[config.mk]
export PLATFORM = sky130hd
export DESIGN_NAME = seq_shift_add_multiplier
export DESIGN_NICKNAME = d
export VERILOG_FILES = /design/src/rtl/seq_shift_add_multiplier.sv
export SDC_FILE = /design/constraint.sdc
export NUM_CORES = 1
export LEC_CHECK = 0
export ABC_CLOCK_PERIOD_IN_PS = 2610
export BUFFER_PORTS_ARGS = -buffer_cell sky130_fd_sc_hd__buf_4
export CAP_MARGIN = 30
export CELL_PAD_IN_SITES_DETAIL_PLACEMENT = 0
export CELL_PAD_IN_SITES_GLOBAL_PLACEMENT = 1
export CORE_ASPECT_RATIO = 1.1
export CORE_MARGIN = 8
export CORE_UTILIZATION = 30
export CTS_BUF_LIST = sky130_fd_sc_hd__clkbuf_4
export CTS_CLUSTER_DIAMETER = 150
export DETAILED_ROUTE_END_ITERATION = 10
export GPL_ROUTABILITY_DRIVEN = 1
export PLACE_DENSITY = 0.62
export SYNTH_ARGS = -nofsm -noshare
export SYNTH_HDL_FRONTEND = slang
export SYNTH_SLANG_ARGS = --single-unit
[constraint.sdc]
create_clock -name clk -period 2.61 [get_ports clk]
set_input_delay 0.1305 -clock clk [delete_from_list [all_inputs] [get_ports clk]]
set_output_delay 0.1305 -clock clk [all_outputs]
set_load 0.03 [all_outputs]
[src/rtl/seq_shift_add_multiplier.sv]
// Sequential shift-and-add multiplier, one bit per cycle.
// Signed operands are multiplied as magnitudes and the sign is applied at the end.
module seq_shift_add_multiplier #(
  parameter int WIDTH = 16
) (
  input  logic               clk,
  input  logic               rst,
  input  logic               start,
  input  logic               signed_mode,
  input  logic [WIDTH-1:0]   multiplicand,
  input  logic [WIDTH-1:0]   multiplier,
  output logic               busy,
  output logic               done,
  output logic [2*WIDTH-1:0] product
);

  localparam int CW = $clog2(WIDTH + 1);

  localparam logic [1:0] S_IDLE   = 2'd0;
  localparam logic [1:0] S_RUN    = 2'd1;
  localparam logic [1:0] S_FINISH = 2'd2;

  localparam logic [CW-1:0] LAST = CW'(WIDTH - 1);

  logic [1:0]       state;
  logic [CW-1:0]    cnt;
  logic [WIDTH-1:0] a_reg;
  logic [WIDTH-1:0] q_reg;
  logic [WIDTH-1:0] m_reg;
  logic             carry;
  logic             neg;

  logic [WIDTH-1:0] m_mag;
  logic [WIDTH-1:0] q_mag;
  logic [WIDTH:0]   a_ext;
  logic [WIDTH:0]   sum;
  logic             load;

  // Operand magnitudes; the most negative value maps onto 2^(WIDTH-1)
  always_comb begin
    m_mag = multiplicand;
    q_mag = multiplier;
    if (signed_mode && multiplicand[WIDTH-1])
      m_mag = -multiplicand;
    if (signed_mode && multiplier[WIDTH-1])
      q_mag = -multiplier;
  end

  // Conditional add of the multiplicand, keeping the carry out
  always_comb begin
    a_ext = {carry, a_reg};
    sum   = a_ext;
    if (q_reg[0])
      sum = a_ext + {1'b0, m_reg};
  end

  assign load = (state == S_IDLE) && start;
  assign busy = (state == S_RUN) || (state == S_FINISH);

  // Control: state, iteration counter, done pulse and product register
  always_ff @(posedge clk or posedge rst) begin
    if (rst) begin
      state   <= S_IDLE;
      cnt     <= '0;
      done    <= 1'b0;
      product <= '0;
    end else begin
      done <= 1'b0;
      case (state)
        S_IDLE: begin
          if (start) begin
            state <= S_RUN;
            cnt   <= '0;
          end
        end
        S_RUN: begin
          cnt <= cnt + 1'b1;
          if (cnt == LAST)
            state <= S_FINISH;
        end
        S_FINISH: begin
          product <= neg ? -{a_reg, q_reg} : {a_reg, q_reg};
          done    <= 1'b1;
          state   <= S_IDLE;
        end
        default: state <= S_IDLE;
      endcase
    end
  end

  // Datapath: operand load, then add-and-shift of {carry,A,Q}
  always_ff @(posedge clk or posedge rst) begin
    if (rst) begin
      a_reg <= '0;
      q_reg <= '0;
      m_reg <= '0;
      carry <= 1'b0;
      neg   <= 1'b0;
    end else if (load) begin
      a_reg <= '0;
      q_reg <= q_mag;
      m_reg <= m_mag;
      carry <= 1'b0;
      neg   <= signed_mode &
               (multiplicand[WIDTH-1] ^ multiplier[WIDTH-1]);
    end else if (state == S_RUN) begin
      a_reg <= sum[WIDTH:1];
      q_reg <= {sum[0], q_reg[WIDTH-1:1]};
      carry <= 1'b0;
    end
  end

endmodule
==> flow_metrics.py <==
metrics = {
    "outcome": {
        "status": "finished, final reports clean",
    },
    "final_layout": {
        "largest_register": "product",
        "nNetsFinal": 814,
        "areaGrowthSynthToFinish_pct": 25.83,
        "final_common_cell": "buf_4",
        "largest_reg_flops": 32,
        "final_cell_mix": "buf_4 (91), dfrtp_1 (89), a21oi_1 (73), nor2_1 (60), nand2_1 (56)",
        "drive_above_1_share_pct": 17.15,
    },
    "power_and_ir_drop": {
        "p_leak_nw": 3.245,
        "power_frac_seq_pct": 32.1,
        "ir_worst_vdd_uv": 283.1,
        "netSwitchingFraction_pct": 45.25,
        "p_int_w": 0.003889,
        "combPwrFrac_pct": 54.9,
        "power_frac_clock_pct": 13.0,
        "p_switching_w": 0.003214,
        "p_per_area_nw_per_um2": 996.0,
    },
    "die": {
        "core_area_um2": 18480,
        "dieArea_um2": 23550,
        "ios": 70,
        "start_util_pct": 30.67,
        "die_h_um": 160.1,
        "rows": 52,
        "die_w_um": 147.0,
    },
    "yosys": {
        "synth.yosys.seq_area_share_pct": 39.30,
        "synth.avg_cell_area_um2": 8.772,
        "syn-cell-area_um2": 5667,
        "synth-seq-cells": 89,
        "synth_cells": 646,
        "syn_nets": 707,
        "ys_top_cells_by_area": "dfrtp_1 (39%), a21oi_1 (6.4%), xor2_1 (5.4%)",
        "synth_top_area_share_pct": 39.30,
        "async_reset_ff_share_pct": 100.0,
        "ys.warnings.count": 0,
        "yosys.area.top_type": "dfrtp_1",
        "synth_edf_count": 0,
        "ys_types": 59,
        "synthFlopType": "dfrtp_1",
    },
    "route": {
        "first_iter_violations": 363,
        "final_antenna_net_count": 0,
        "route.detailed.drc": 0,
        "detail_route.wl_per_cell_um": 14.99,
        "routed_via_density": 4.935,
        "via_count": 4955,
        "wirelength_mm": 15.05,
        "dr.pass1.iters": 4,
    },
    "sta": {
        "fmax_mhz": 412.1,
        "hold_viol_final": 0,
        "period_needed_ns": 2.427,
        "post-route-period-util_pct": 92.97,
        "worst_slack_ns": 0.1834,
        "finalSetupViolCount": 0,
        "finalClockSkew_ns": 0.02461,
        "setup-tns-final_ns": 0,
        "maxSlewHeadroom_pct": 51.60,
        "tightest_slew_ns": 0.7194,
        "drv_slew": 0,
    },
    "clock_network": {
        "clock_latency_ns": 0.50,
        "clock_sinks": 89,
        "clockRootBuffer": "clkbuf_4",
        "path_clk_slew_ns": 0.15,
        "cts_tree": "yes",
        "cts_buffers": 9,
        "clk_path_buf_depth": 2,
        "h-tree-depth": 3,
    },
    "global_routing": {
        "antenna_found_initial": 3,
        "grt_pass1_wl_mm": 25.14,
        "grt_overflow_total": 0,
        "grt_pass1_vias": 4954,
        "grt_max_degree": 46,
        "grt_usage_pct": 12.98,
    },
    "placement": {
        "dp_slack_ns": 0.08442,
        "dpl.hpwl_mm": 11.16,
        "port_buffers": 69,
        "place_congestion": 0.8106,
    },
    "setup_path": {
        "worstSetupPathType": "register to register",
        "end_kind": "register",
        "startpoint_type": "register",
        "worstPathArrival_ns": 2.79,
        "path_max_fanout": 7,
        "crit_start": "q_reg[1]",
        "worstPathRequired_ns": 2.97,
        "regToRegStartpoint": "q_reg[1]",
    },
    "min_path": {
        "worst_hold_path_type": "input port to asynchronous set/reset pin",
    },
    "flow_run": {
        "max_cap_violations": 0,
    },
}
## through the flow
step	total power, W	util [%]	hold slack, ns	cells	instance area (um^2)
5_1_grt	0.007738	38.59	0.3395	1004	7131
6_report	0.007102	38.59	0.2847	1004	7131
3_5_place_dp	0.006132	35.54	0.2856	948	6568
3_3_place_gp	0.006063	35.54	0.2709	948	6568
4_1_cts	0.007124	38.39	0.2923	1000	7094
2_1_floorplan	0.005023	-	0.2473	646	5667
## power groups by stage
stage | sequential, W | combinational, W | clock, W
6_report | 0.00228 | 0.00390 | 0.000925
5_1_grt | 0.00235 | 0.00438 | 0.00101
4_1_cts | 0.00228 | 0.00389 | 0.000959
3_5_place_dp | 0.00231 | 0.00382 | 0
3_3_place_gp | 0.00229 | 0.00377 | 0
2_1_floorplan | 0.00229 | 0.00273 | 0
## worst max-delay path, stage by stage, from the launching register on
cell and delay (ns):
dfrtp_1 0.41, buf_4 0.15, or4_1 0.59, nor4_4 0.33
nand2_2 0.19, o41ai_2 0.37, xor2_1 0.18, a21oi_1 0.08
## final timing paths
kind,endpoint,slack [ns],cells after the start
max,product[29],0.18,7
min,product[26],0.28,3
max reg2reg,product[29],0.18,7
min reg2reg,neg,0.50,2
max in group asynchronous,product[17],1.50,4
min in group clk,m_reg[11],0.47,4
## area by class of cell
cell class | count | area, um^2
multi-input combinational | 498 | 3243
clock buffer | 10 | 75.07
timing repair buffer | 129 | 1084
clock inverter | 6 | 91.34
sequential | 89 | 2227
antenna | 3 | 7.507
fill | 1881 | 11350
tap | 243 | 304.0
inverter | 26 | 98.84
## metal layers
metal	vias up	share of wire [%]	global-route usage (%)	wire length, um
li1	2524	-	-	-
met1	2296	52	18.34	7825
met4	0	2.1	5.847	316
met2	115	42	18.66	6304
met3	20	4.0	2.459	602
met5	-	0	0	0
## logic make-up (layout without fill, tap and decap cells)
kind of cell | Yosys count | count (layout) | synth area share [%]
compound gates | 194 | 194 | 20.98
xor+xnor | 65 | 65 | 10.05
fa+ha+maj | 25 | 25 | 5.653
buf+inv | 59 | 171 | 3.930
flops | 89 | 89 | 39.30
mux | 20 | 20 | 3.555
other cells | 0 | 3 | 0
simple gates | 194 | 194 | 16.54
## synthesized netlist by cell type (all sizes together) (4+ instances only)
master,n
a211oi,14
o21ai,46
nor4,6
o41ai,5
o31ai,10
nand3,11
dfrtp,89
a21o,6
nor2b,12
and3,7
inv,25
or3,6
clkbuf,28
a21oi,73
ha,24
xor2,35
or2,6
nand2,57
buf,5
xnor2,30
nor3b,4
nor2,60
nor3,12
mux2i,19
a31oi,12
## timing repair
action / 4_1_cts / 5_1_grt
hold endpoints to repair: 73 / 0
hold buffers: 36 / 0
buffers inserted: 0 / 1
endpoints found under the setup margin: 0 / 4
resized for setup: 0 / 3
(Power assumes the default switching activity.)
